--- config.mk ---
export PLATFORM = sky130hd
export DESIGN_NAME = cnn_conv_acc_relu_flat
export DESIGN_NICKNAME = d
export VERILOG_FILES = /design/src/rtl/cnn_acc_pkg.sv /design/src/rtl/cnn_conv_acc_relu_if.sv /design/src/rtl/cnn_acc_round_sat.sv /design/src/rtl/cnn_conv_acc_relu.sv /design/src/flat_wrapper.sv
export SDC_FILE = /design/constraint.sdc
export NUM_CORES = 1
export LEC_CHECK = 0
export ABC_AREA = 1
export BUFFER_PORTS_ARGS = -buffer_cell sky130_fd_sc_hd__buf_4
export CORE_ASPECT_RATIO = 1.1
export CORE_UTILIZATION = 50
export CTS_BUF_LIST = sky130_fd_sc_hd__clkbuf_8
export DETAILED_ROUTE_END_ITERATION = 8
export HOLD_SLACK_MARGIN = 0.05
export PLACE_DENSITY = 0.72
export SYNTH_ARGS = -nofsm -noshare
export SYNTH_HDL_FRONTEND = slang
export SYNTH_SLANG_ARGS = --single-unit
--- constraint.sdc ---
create_clock -name ap_clk -period 10.9 [get_ports ap_clk]
set_input_delay 2.18 -clock ap_clk [delete_from_list [all_inputs] [get_ports ap_clk]]
set_output_delay 2.18 -clock ap_clk [all_outputs]
set_load 0.01 [all_outputs]
--- src/rtl/cnn_acc_pkg.sv ---
// Shared constants and FSM state type for the conv accumulator.
// Holds default widths, tap count, shift and acc_state_t.
package cnn_acc_pkg;

   localparam int PROD_W = 22;
   localparam int ACC_W  = 32;
   localparam int OUT_W  = 14;
   localparam int NTAPS  = 25;
   localparam int SHIFT  = 8;

   typedef enum logic [1:0] {
      IDLE,
      ACCUM,
      OUT
   } acc_state_t;

endpackage

--- src/rtl/cnn_conv_acc_relu_if.sv ---
// Product-in / activation-out handshake bundle.
// slave: accumulator side; master: producer/consumer side.
interface cnn_conv_acc_relu_if #(
   parameter int PROD_W = cnn_acc_pkg::PROD_W,
   parameter int ACC_W  = cnn_acc_pkg::ACC_W,
   parameter int OUT_W  = cnn_acc_pkg::OUT_W
);

   logic                     prod_valid;
   logic                     prod_ready;
   logic signed [PROD_W-1:0] prod_data;
   logic signed [ACC_W-1:0]  bias;
   logic                     out_valid;
   logic                     out_ready;
   logic signed [OUT_W-1:0]  out_data;
   logic                     busy;

   modport slave (
      input  prod_valid, prod_data, bias, out_ready,
      output prod_ready, out_valid, out_data, busy
   );

   modport master (
      output prod_valid, prod_data, bias, out_ready,
      input  prod_ready, out_valid, out_data, busy
   );

endinterface

--- src/rtl/cnn_acc_round_sat.sv ---
// Round-half-up shift, optional ReLU and signed saturation.
// Ports: sum (ACC_W in) -> res (OUT_W out). ReLU under CNN_ACC_RELU_EN.
module cnn_acc_round_sat #(
   parameter int ACC_W = cnn_acc_pkg::ACC_W,
   parameter int OUT_W = cnn_acc_pkg::OUT_W,
   parameter int SHIFT = cnn_acc_pkg::SHIFT
) (
   input  logic signed [ACC_W-1:0] sum,
   output logic signed [OUT_W-1:0] res
);

   // One guard bit so adding the rounding half never wraps.
   localparam int RW = ACC_W + 1;

   localparam logic signed [RW-1:0] HALF =
      RW'(1) << (SHIFT - 1);
   localparam logic signed [RW-1:0] MAXV =
      (RW'(1) << (OUT_W - 1)) - RW'(1);
   localparam logic signed [RW-1:0] MINV =
      -(RW'(1) << (OUT_W - 1));

   logic signed [RW-1:0] ext;
   logic signed [RW-1:0] rnd;
   logic signed [RW-1:0] r;

   always_comb begin
      ext = {sum[ACC_W-1], sum};
      rnd = ext + HALF;
      r   = rnd >>> SHIFT;
`ifdef CNN_ACC_RELU_EN
      if (r < 0) begin
         r = '0;
      end
`endif
      if (r > MAXV) begin
         res = MAXV[OUT_W-1:0];
      end else if (r < MINV) begin
         res = MINV[OUT_W-1:0];
      end else begin
         res = r[OUT_W-1:0];
      end
   end

endmodule

--- src/rtl/cnn_conv_acc_relu.sv ---
// Conv-output accumulator: bias + NTAPS products, round, ReLU, saturate.
// Ports: ap_clk, ap_rst_n (sync low), bus (slave). Macro: CNN_ACC_RELU_EN.
module cnn_conv_acc_relu #(
   parameter int PROD_W = cnn_acc_pkg::PROD_W,
   parameter int ACC_W  = cnn_acc_pkg::ACC_W,
   parameter int OUT_W  = cnn_acc_pkg::OUT_W,
   parameter int NTAPS  = cnn_acc_pkg::NTAPS,
   parameter int SHIFT  = cnn_acc_pkg::SHIFT
) (
   input logic                 ap_clk,
   input logic                 ap_rst_n,
   cnn_conv_acc_relu_if.slave  bus
);

   import cnn_acc_pkg::*;

   localparam int CW = $clog2(NTAPS + 1);

   acc_state_t              state;
   logic signed [ACC_W-1:0] acc;
   logic [CW-1:0]           tap_cnt;
   logic                    out_valid;
   logic signed [OUT_W-1:0] out_data;

   logic signed [ACC_W-1:0] prod_ext;
   logic signed [ACC_W-1:0] base;
   logic signed [ACC_W-1:0] sum_nxt;
   logic [CW-1:0]           cnt_nxt;
   logic                    last;
   logic signed [OUT_W-1:0] res;

   // First beat of an output starts from bias, later beats from acc.
   always_comb begin
      prod_ext = {{(ACC_W-PROD_W){bus.prod_data[PROD_W-1]}},
                  bus.prod_data};
      base     = (state == IDLE) ? bus.bias : acc;
      sum_nxt  = base + prod_ext;
      cnt_nxt  = (state == IDLE) ? CW'(1) : tap_cnt + CW'(1);
      last     = (cnt_nxt == CW'(NTAPS));
   end

   cnn_acc_round_sat #(
      .ACC_W (ACC_W),
      .OUT_W (OUT_W),
      .SHIFT (SHIFT)
   ) u_round_sat (
      .sum (sum_nxt),
      .res (res)
   );

   always_ff @(posedge ap_clk) begin
      if (!ap_rst_n) begin
         state     <= IDLE;
         acc       <= '0;
         tap_cnt   <= '0;
         out_valid <= 1'b0;
         out_data  <= '0;
      end else begin
         unique case (state)
            IDLE, ACCUM: begin
               if (bus.prod_valid) begin
                  acc     <= sum_nxt;
                  tap_cnt <= cnt_nxt;
                  if (last) begin
                     state     <= OUT;
                     out_valid <= 1'b1;
                     out_data  <= res;
                  end else begin
                     state <= ACCUM;
                  end
               end
            end
            OUT: begin
               if (bus.out_ready) begin
                  state     <= IDLE;
                  out_valid <= 1'b0;
                  tap_cnt   <= '0;
               end
            end
            default: begin
               state <= IDLE;
            end
         endcase
      end
   end

   assign bus.prod_ready = (state != OUT);
   assign bus.out_valid  = out_valid;
   assign bus.out_data   = out_data;
   assign bus.busy       = (state != IDLE);

endmodule

--- src/flat_wrapper.sv ---
// flat-port wrapper written by rule: the top's interface ports become plain ports
module cnn_conv_acc_relu_flat import cnn_acc_pkg::*;
#(
   parameter int PROD_W = cnn_acc_pkg::PROD_W,
   parameter int ACC_W  = cnn_acc_pkg::ACC_W,
   parameter int OUT_W  = cnn_acc_pkg::OUT_W,
   parameter int NTAPS  = cnn_acc_pkg::NTAPS,
   parameter int SHIFT  = cnn_acc_pkg::SHIFT
)
  (ap_clk, ap_rst_n, bus_prod_valid, bus_prod_data, bus_bias, bus_out_ready, bus_prod_ready, bus_out_valid, bus_out_data, bus_busy);
  cnn_conv_acc_relu_if #(.PROD_W(PROD_W), .ACC_W(ACC_W), .OUT_W(OUT_W)) bus_i ();
  input logic ap_clk;
  input logic ap_rst_n;
  input wire logic [$bits(bus_i.prod_valid)-1:0] bus_prod_valid;
  input wire logic [$bits(bus_i.prod_data)-1:0] bus_prod_data;
  input wire logic [$bits(bus_i.bias)-1:0] bus_bias;
  input wire logic [$bits(bus_i.out_ready)-1:0] bus_out_ready;
  output wire logic [$bits(bus_i.prod_ready)-1:0] bus_prod_ready;
  output wire logic [$bits(bus_i.out_valid)-1:0] bus_out_valid;
  output wire logic [$bits(bus_i.out_data)-1:0] bus_out_data;
  output wire logic [$bits(bus_i.busy)-1:0] bus_busy;
  assign bus_i.prod_valid = bus_prod_valid;
  assign bus_i.prod_data = bus_prod_data;
  assign bus_i.bias = bus_bias;
  assign bus_i.out_ready = bus_out_ready;
  assign bus_prod_ready = bus_i.prod_ready;
  assign bus_out_valid = bus_i.out_valid;
  assign bus_out_data = bus_i.out_data;
  assign bus_busy = bus_i.busy;
  cnn_conv_acc_relu #(.PROD_W(PROD_W), .ACC_W(ACC_W), .OUT_W(OUT_W), .NTAPS(NTAPS), .SHIFT(SHIFT)) u_core (.ap_clk(ap_clk), .ap_rst_n(ap_rst_n), .bus(bus_i));
endmodule
==> run metrics, run 1 <==
post-synthesis compound-gate area fraction=13.4%; simple-gate share of the synthesized area=46.7%; Yosys reg bits=54; layout cells sized above 1=approximately a fifth; fin util=slightly below 60%; initial antenna violation count=0; Comb power frac=57.1%; GR met2 Demand/Resource=approximately 50%; 1st-iter DRT viols=422; Skew-Pair Late Insertion Delay=350 ps; Num CTS Buffers=5; Synth Area per Inst=5.63 um^2; CP Buf/Inv Count=4; met3 Usage GRT=2.94%; Setup WS post-layout=5410 ps; core area=12600 um^2; largest net degree at the start of global routing=64; WHS=492 ps; sequential element share of the synthesized area=16.6%; Top FF cell, synth=dfxtp_1; required time of the worst setup path=11120 ps; Fill cells=between 1000 and 1500; Resized cells post-CTS=0; routed len/inst=13.5 um; clock skew=14.3 ps; wirelength, routed=about 19000 um; crit-path most repeated cell=nand2_1; area share of the largest cell type after synthesis=21.6%; Synth area leaders=nand2_1, dfxtp_1, inv_1; critical path class=in2reg; via count=7019; met1 Usage GRT=33.2%; H-tree depth=2; Mapped Nets=1252; port bufs=74; min Tclk post-route=5490 ps; Net count, final=1315; internal power=about 0.00040 W; Worst setup EP type=flip-flop; Setup WS pre-CTS=between 5000 and 6000 ps; die area=between 10000 and 15000 um^2; slew at the pin with the worst max-slew slack=745 ps; I/O Pins=between 70 and 80; largest area contributor in the netlist=nand2_1; Die H=122 um; Initial Util=51.6%; CP max stage delay=approximately 430 ps; Ys Warns=0; Yosys cell types=41; xor and xnor area share after synthesis=1.74%; total gr overflow=0; CP Data Arrival Time=5710 ps; endpoints failing setup=0; DR vias/cell=5.08; GR peak layer=met2; setup bufs post-CTS=0; Synth-to-Final Area Change=11.8%; drt first pass iters=5; Clk pwr share=16.5%; Total GRT Usage=27.9%; CTS sink count=54; RSZ-0062 raised after global routing=false; vias in the first global route=6373; worst min path class=reg2reg; delay-heaviest family, CP=simple AND/OR/NAND/NOR gates; critical-path maximum fanout=13; first-pass GRT wire length=29900 um; startpoint types=input port; Synth Area in Adders=6.63%; Synth Cell Area=6530 um^2; status=finished clean; final hold vios=0; Hold Buf Count CTS=0; MaxCap Viol Count=0; Slew Viols, Final=0; largest family of logic cells by synthesized area=simple AND/OR/NAND/NOR gates; headroom to the max-slew limit=50.3%; Final Cycle Share=50.4%; gpl congestion=~0.93; pwr dens=111 nW/um^2; Rows=43; leakage=4.09 nW; Die Wd=roughly 110 um; antenna cells=0; CTS Buffer Depth=2; Switching Power=0.000409 W; Async S/R FF share, synth=0%; post-DP HPWL=~15000 um; FMAX=between 150 and 200 MHz; Sequential Power Share=roughly a quarter; clock slew at reported path FFs=110 ps; Final ANT Viol Nets=0; mux cell area share after synthesis=0%; slowest CP cell=a21oi_4; maximum VDD drop=71.5 uV; CTS tree=built; cells after synthesis=1160; DRC=0; setup TNS=0 ps; Post-synth EDFFs=0; switch share=slightly above 50%; Root Buffer=clkbuf_8
-- placed cells by master (no fill, tap or decap), types with 2 or more instances in the layout --
cell / n
dfxtp_1: 54
nand2_2: 48
nand3_1: 58
inv_2: 25
nor2_1: 75
a21oi_1: 57
nor3_1: 6
buf_4: 77
ha_1: 33
nor2_8: 2
clkbuf_8: 5
a21oi_2: 12
nand2_1: 375
clkinv_4: 2
inv_1: 203
xnor2_1: 2
and2_1: 2
nor2_4: 14
and2_4: 2
o21ai_0: 83
nand2_4: 10
clkinv_1: 3
nand3_2: 14
nand3b_1: 2
o21ai_1: 2
xor2_1: 11
nand4_1: 19
nor2_2: 15
-- cell type report --
cell class / count / area, um^2 / share of cell area, %
inverter: 232 / 872 / 12.0
clock inverter: 3 / 28.8 / 0.395
tap: 157 / 196 / 2.69
clock buffer: 5 / 68.8 / 0.943
multi-input combinational: 853 / 4470 / 61.3
timing repair buffer: 77 / 578 / 7.92
sequential: 54 / 1080 / 14.8
-- worst reg2reg max path, delay by kind of cell, from the launching register on --
kind,cells,cell delay (ps)
flops,1,360
simple gates,19,2020
compound gates,2,560
fa+ha+maj,3,800
buf+inv,4,720
-- flip-flops by register name (all words and copies together) (netlist names) --
name                  flops
u_core.acc               32
u_core.bus.out_data      14
u_core.tap_cnt            5
u_core.state              2
u_core.bus.out_valid      1
-- power groups by stage --
stage / clock, W / sequential [W] / combinational, W
finish: 0.000134 / 0.000215 / 0.000464
global route: 0.000142 / 0.000216 / 0.000518
CTS: 0.000136 / 0.000215 / 0.000460
detailed placement: 0 / 0.000219 / 0.000458
global placement: 0 / 0.000219 / 0.000456
floorplan: 0 / 0.000218 / 0.000349
-- logic make-up after synthesis --
logic type	count (synthesis)
AO/OA/AOI/OAI	161
XOR/XNOR	13
AND/OR/NAND/NOR	645
flip-flops	54
adder cells (fa/ha/maj)	34
buffers and inverters	253
-- synth_stat cells, drive strengths merged (3+ instances only) --
| master | number |
|---|---|
| xor2 | 11 |
| and2 | 4 |
| a21oi | 70 |
| nor2 | 106 |
| o21ai | 85 |
| clkinv | 4 |
| buf | 3 |
| clkbuf | 18 |
| ha | 33 |
| nand2 | 433 |
| nand3 | 72 |
| inv | 228 |
| dfxtp | 54 |
| nand4 | 20 |
| nor3 | 7 |
-- final timing paths --
check	start	to	slack, ps	cells past startpoint
setup reg to reg	u_core.state[0]$_SDFFE_PN0P_	u_core.bus.out_data[10]$_SDFFE_PN0P_	6310	28
hold reg to reg	u_core.tap_cnt[4]$_SDFFE_PN0P_	u_core.tap_cnt[4]$_SDFFE_PN0P_	490	2
hold / removal	u_core.tap_cnt[4]$_SDFFE_PN0P_	u_core.tap_cnt[4]$_SDFFE_PN0P_	490	2
setup / recovery	bus_bias[0]	u_core.bus.out_data[10]$_SDFFE_PN0P_	5410	27
-- routing by layer --
| metal | vias up | share of wire [%] |
|---|---|---|
| li1 | 3709 | - |
| met1 | 3080 | 43 |
| met2 | 183 | 48 |
| met3 | 47 | 4.7 |
| met4 | 0 | 4.3 |
| met5 | - | 0 |
-- stage by stage --
step	total power, W	instance area (um^2)	cells
6_report	0.000813	7290	1381
5_1_grt	0.000876	7290	1381
4_1_cts	0.000812	7290	1381
3_5_place_dp	0.000678	7200	1373
3_3_place_gp	0.000675	7200	1373
2_1_floorplan	0.000567	6530	1160
Power figures use the tool's default switching activity.
==> run 2, diff against run 1 <==
==> constraint.sdc (replaced) <==
create_clock -name ap_clk -period 5.1 [get_ports ap_clk]
set_input_delay 1.02 -clock ap_clk [delete_from_list [all_inputs] [get_ports ap_clk]]
set_output_delay 1.02 -clock ap_clk [all_outputs]
set_load 0.01 [all_outputs]
==> run 2 against run 1 <==
Sequential share of layout area is essentially flat. Worst setup slack lost 4900 ps. Clock skew shrank 0.93 ps. Sequential power grew 110%. Cell count is essentially flat. Global-route usage grew 0.61 points. Routed wire length grew 1.9%. Register-to-register slack lost 5800 ps. Critical path type is now reg2reg. Largest power group unchanged. Highest routed layer unchanged.
==> run metrics, run 2 (synthesis gave the netlist of run 1 again) <==
status=finished clean; maximum VDD drop=177 uV (+150%); RSZ-0062 raised after global routing=false; headroom to the max-slew limit=48.9% (-1.4 points); register area=1080 um^2 (unchanged); critical path class=reg2reg; FMAX=about 220 MHz; CP Data Arrival Time=4800 ps (-910 ps); Root Buffer=clkbuf_8; antenna cells=0 (unchanged); I/O Pins=75 (unchanged); clock slew at reported path FFs=120 ps (about the same); routed len/inst=13.7 um (+1.8%); commonest non-fill, non-tap cells in the layout=nand2_1, inv_1, o21ai_0; 1st-iter DRT viols=480 (+14%); Num CTS Buffers=5 (unchanged); pwr dens=239 nW/um^2 (+110%); Resized cells post-CTS=0 (unchanged); endpoints failing setup=0 (unchanged); Largest Register=u_core.acc; drt first pass iters=5 (unchanged); wirelength, routed=18900 um (+1.9%); H-tree depth=2 (unchanged); Worst setup EP type=flip-flop; Die H=122 um (unchanged); area of the multi-input gates=4470 um^2 (unchanged); Rows=43 (unchanged); Setup WS pre-CTS=432 ps (-4650 ps); leakage=4.09 nW (+0.11%); CTS Buffer Depth=2 (unchanged); largest registers=u_core.acc: 32 flops, u_core.bus.out_data: 14 flops, u_core.tap_cnt: 5 flops; min Tclk post-route=between 4000 and 5000 ps; startpoint types=flip-flop; MaxCap Viol Count=0 (unchanged); Slew Viols, Final=0 (unchanged); largest net degree at the start of global routing=61 (-4.7%); final hold vios=0 (unchanged); slew at the pin with the worst max-slew slack=765 ps (+20.3 ps); required time of the worst setup path=5310 ps (-5810 ps); Synth-to-Final Area Change=11.9%; setup TNS=0 ps (unchanged); commonest non-fill, non-tap cell in the layout=nand2_1; die area=13500 um^2 (unchanged); gpl congestion=1.02 (+8.6%); Total GRT Usage=28.5% (+0.61 points); total gr overflow=0 (unchanged); Initial Util=51.6% (unchanged); CTS sink count=54 (unchanged); Final ANT Viol Nets=0 (unchanged); CTS tree=built; critical-path maximum fanout=28 (+15); layout cells sized above 1=18.9% (+0.066 points); post-placement cell area=7200 um^2 (+0.10%); vias in the first global route=6408 (+0.55%); core area=12600 um^2 (unchanged); design area=7300 um^2 (+0.10%); via count=7041 (+0.31%); clock skew=13.4 ps (-0.928 ps); FF-to-FF setup slack=520 ps (-5790 ps); post-DP HPWL=15600 um (+2.3%); final total power=0.00174 W (+110%); DR vias/cell=5.09 (+0.24%); DRC=0 (unchanged); port bufs=74 (unchanged); Largest register FFs=32 (unchanged); initial antenna violation count=0 (unchanged); Net count, final=1316 (+0.076%); worst min path class=reg2reg; Final Cycle Share=around 90%; Skew-Pair Late Insertion Delay=350 ps (about the same); setup bufs post-CTS=0 (unchanged); Setup WS post-layout=516 ps (-4890 ps); fin util=57.8% (+0.059 points); Hold Buf Count CTS=0 (unchanged); Fill cells=1369 (+2.7%); Die Wd=111 um (unchanged); first-pass GRT wire length=30600 um (+2.4%)
## run 2: cell count changes in the layout (fill, tap and decap cells not counted), sizes merged
cell,before,now
buf,77,78
## run 2: layer usage
layer  GRT usage (%)  part of all wire, %  routed length [um]  vias to the layer above
met3            4.03                  5.6                1060                       41
met2            51.3                   48                9070                      229
met4            12.1                  4.2                 793                        0
met5               0                    0                   0                        -
met1            33.9                   42                8030                     3063
li1                -                    -                   -                     3708
## run 2: metrics by stage
step | hold slack [ps] | cells
3_5_place_dp | 475 | 1374
5_1_grt | 514 | 1382
6_report | 492 | 1382
2_1_floorplan | 455 | 1160
3_3_place_gp | 467 | 1374
4_1_cts | 494 | 1382
## run 2: critical path, cell delays in order (launching register included)
cell,delay (ps)
dfxtp_1,360
nor2_4,530
buf_4,300
nand2_1,60
o21ai_0,110
inv_1,90
fa_1,430
inv_1,130
nand2_1,60
nand2_1,70
nand3_1,110
nand2_2,130
nand2_2,70
nand2_4,90
ha_1,140
inv_1,50
nor2_2,140
nand3_1,150
nor2_2,200
nand3_2,130
nor2_2,140
nand2_1,60
nand2_1,70
nand2_1,50
nor2_1,110
nand3_2,110
a21oi_4,420
a21oi_1,120
## run 2: report_power, final
| part | switching [W] | internal [W] | leakage [nW] |
|---|---|---|---|
| clock | 0.000180 | 0.000103 | 0.0502 |
| sequential | 0.00000836 | 0.000451 | 0.444 |
| combinational | 0.000690 | 0.000310 | 3.60 |
## run 2: final timing paths
path / startpoint / endpoint / cells after the start
worst max-delay path: u_core.state[0]$_SDFFE_PN0P_ / u_core.bus.out_data[8]$_SDFFE_PN0P_ / 27
worst min register to register: u_core.tap_cnt[4]$_SDFFE_PN0P_ / u_core.tap_cnt[4]$_SDFFE_PN0P_ / 2
worst min-delay path: u_core.tap_cnt[4]$_SDFFE_PN0P_ / u_core.tap_cnt[4]$_SDFFE_PN0P_ / 2
worst max register to register: u_core.state[0]$_SDFFE_PN0P_ / u_core.bus.out_data[8]$_SDFFE_PN0P_ / 27
## run 2: area by class of cell
class | count | area share (%)
Timing Repair Buffer | 78 | 8.02
Clock buffer | 5 | 0.942
Sequential cell | 54 | 14.8
Inverter | 232 | 11.9
Multi-Input combinational cell | 853 | 61.2
Tap cell | 157 | 2.69
Clock inverter | 3 | 0.394
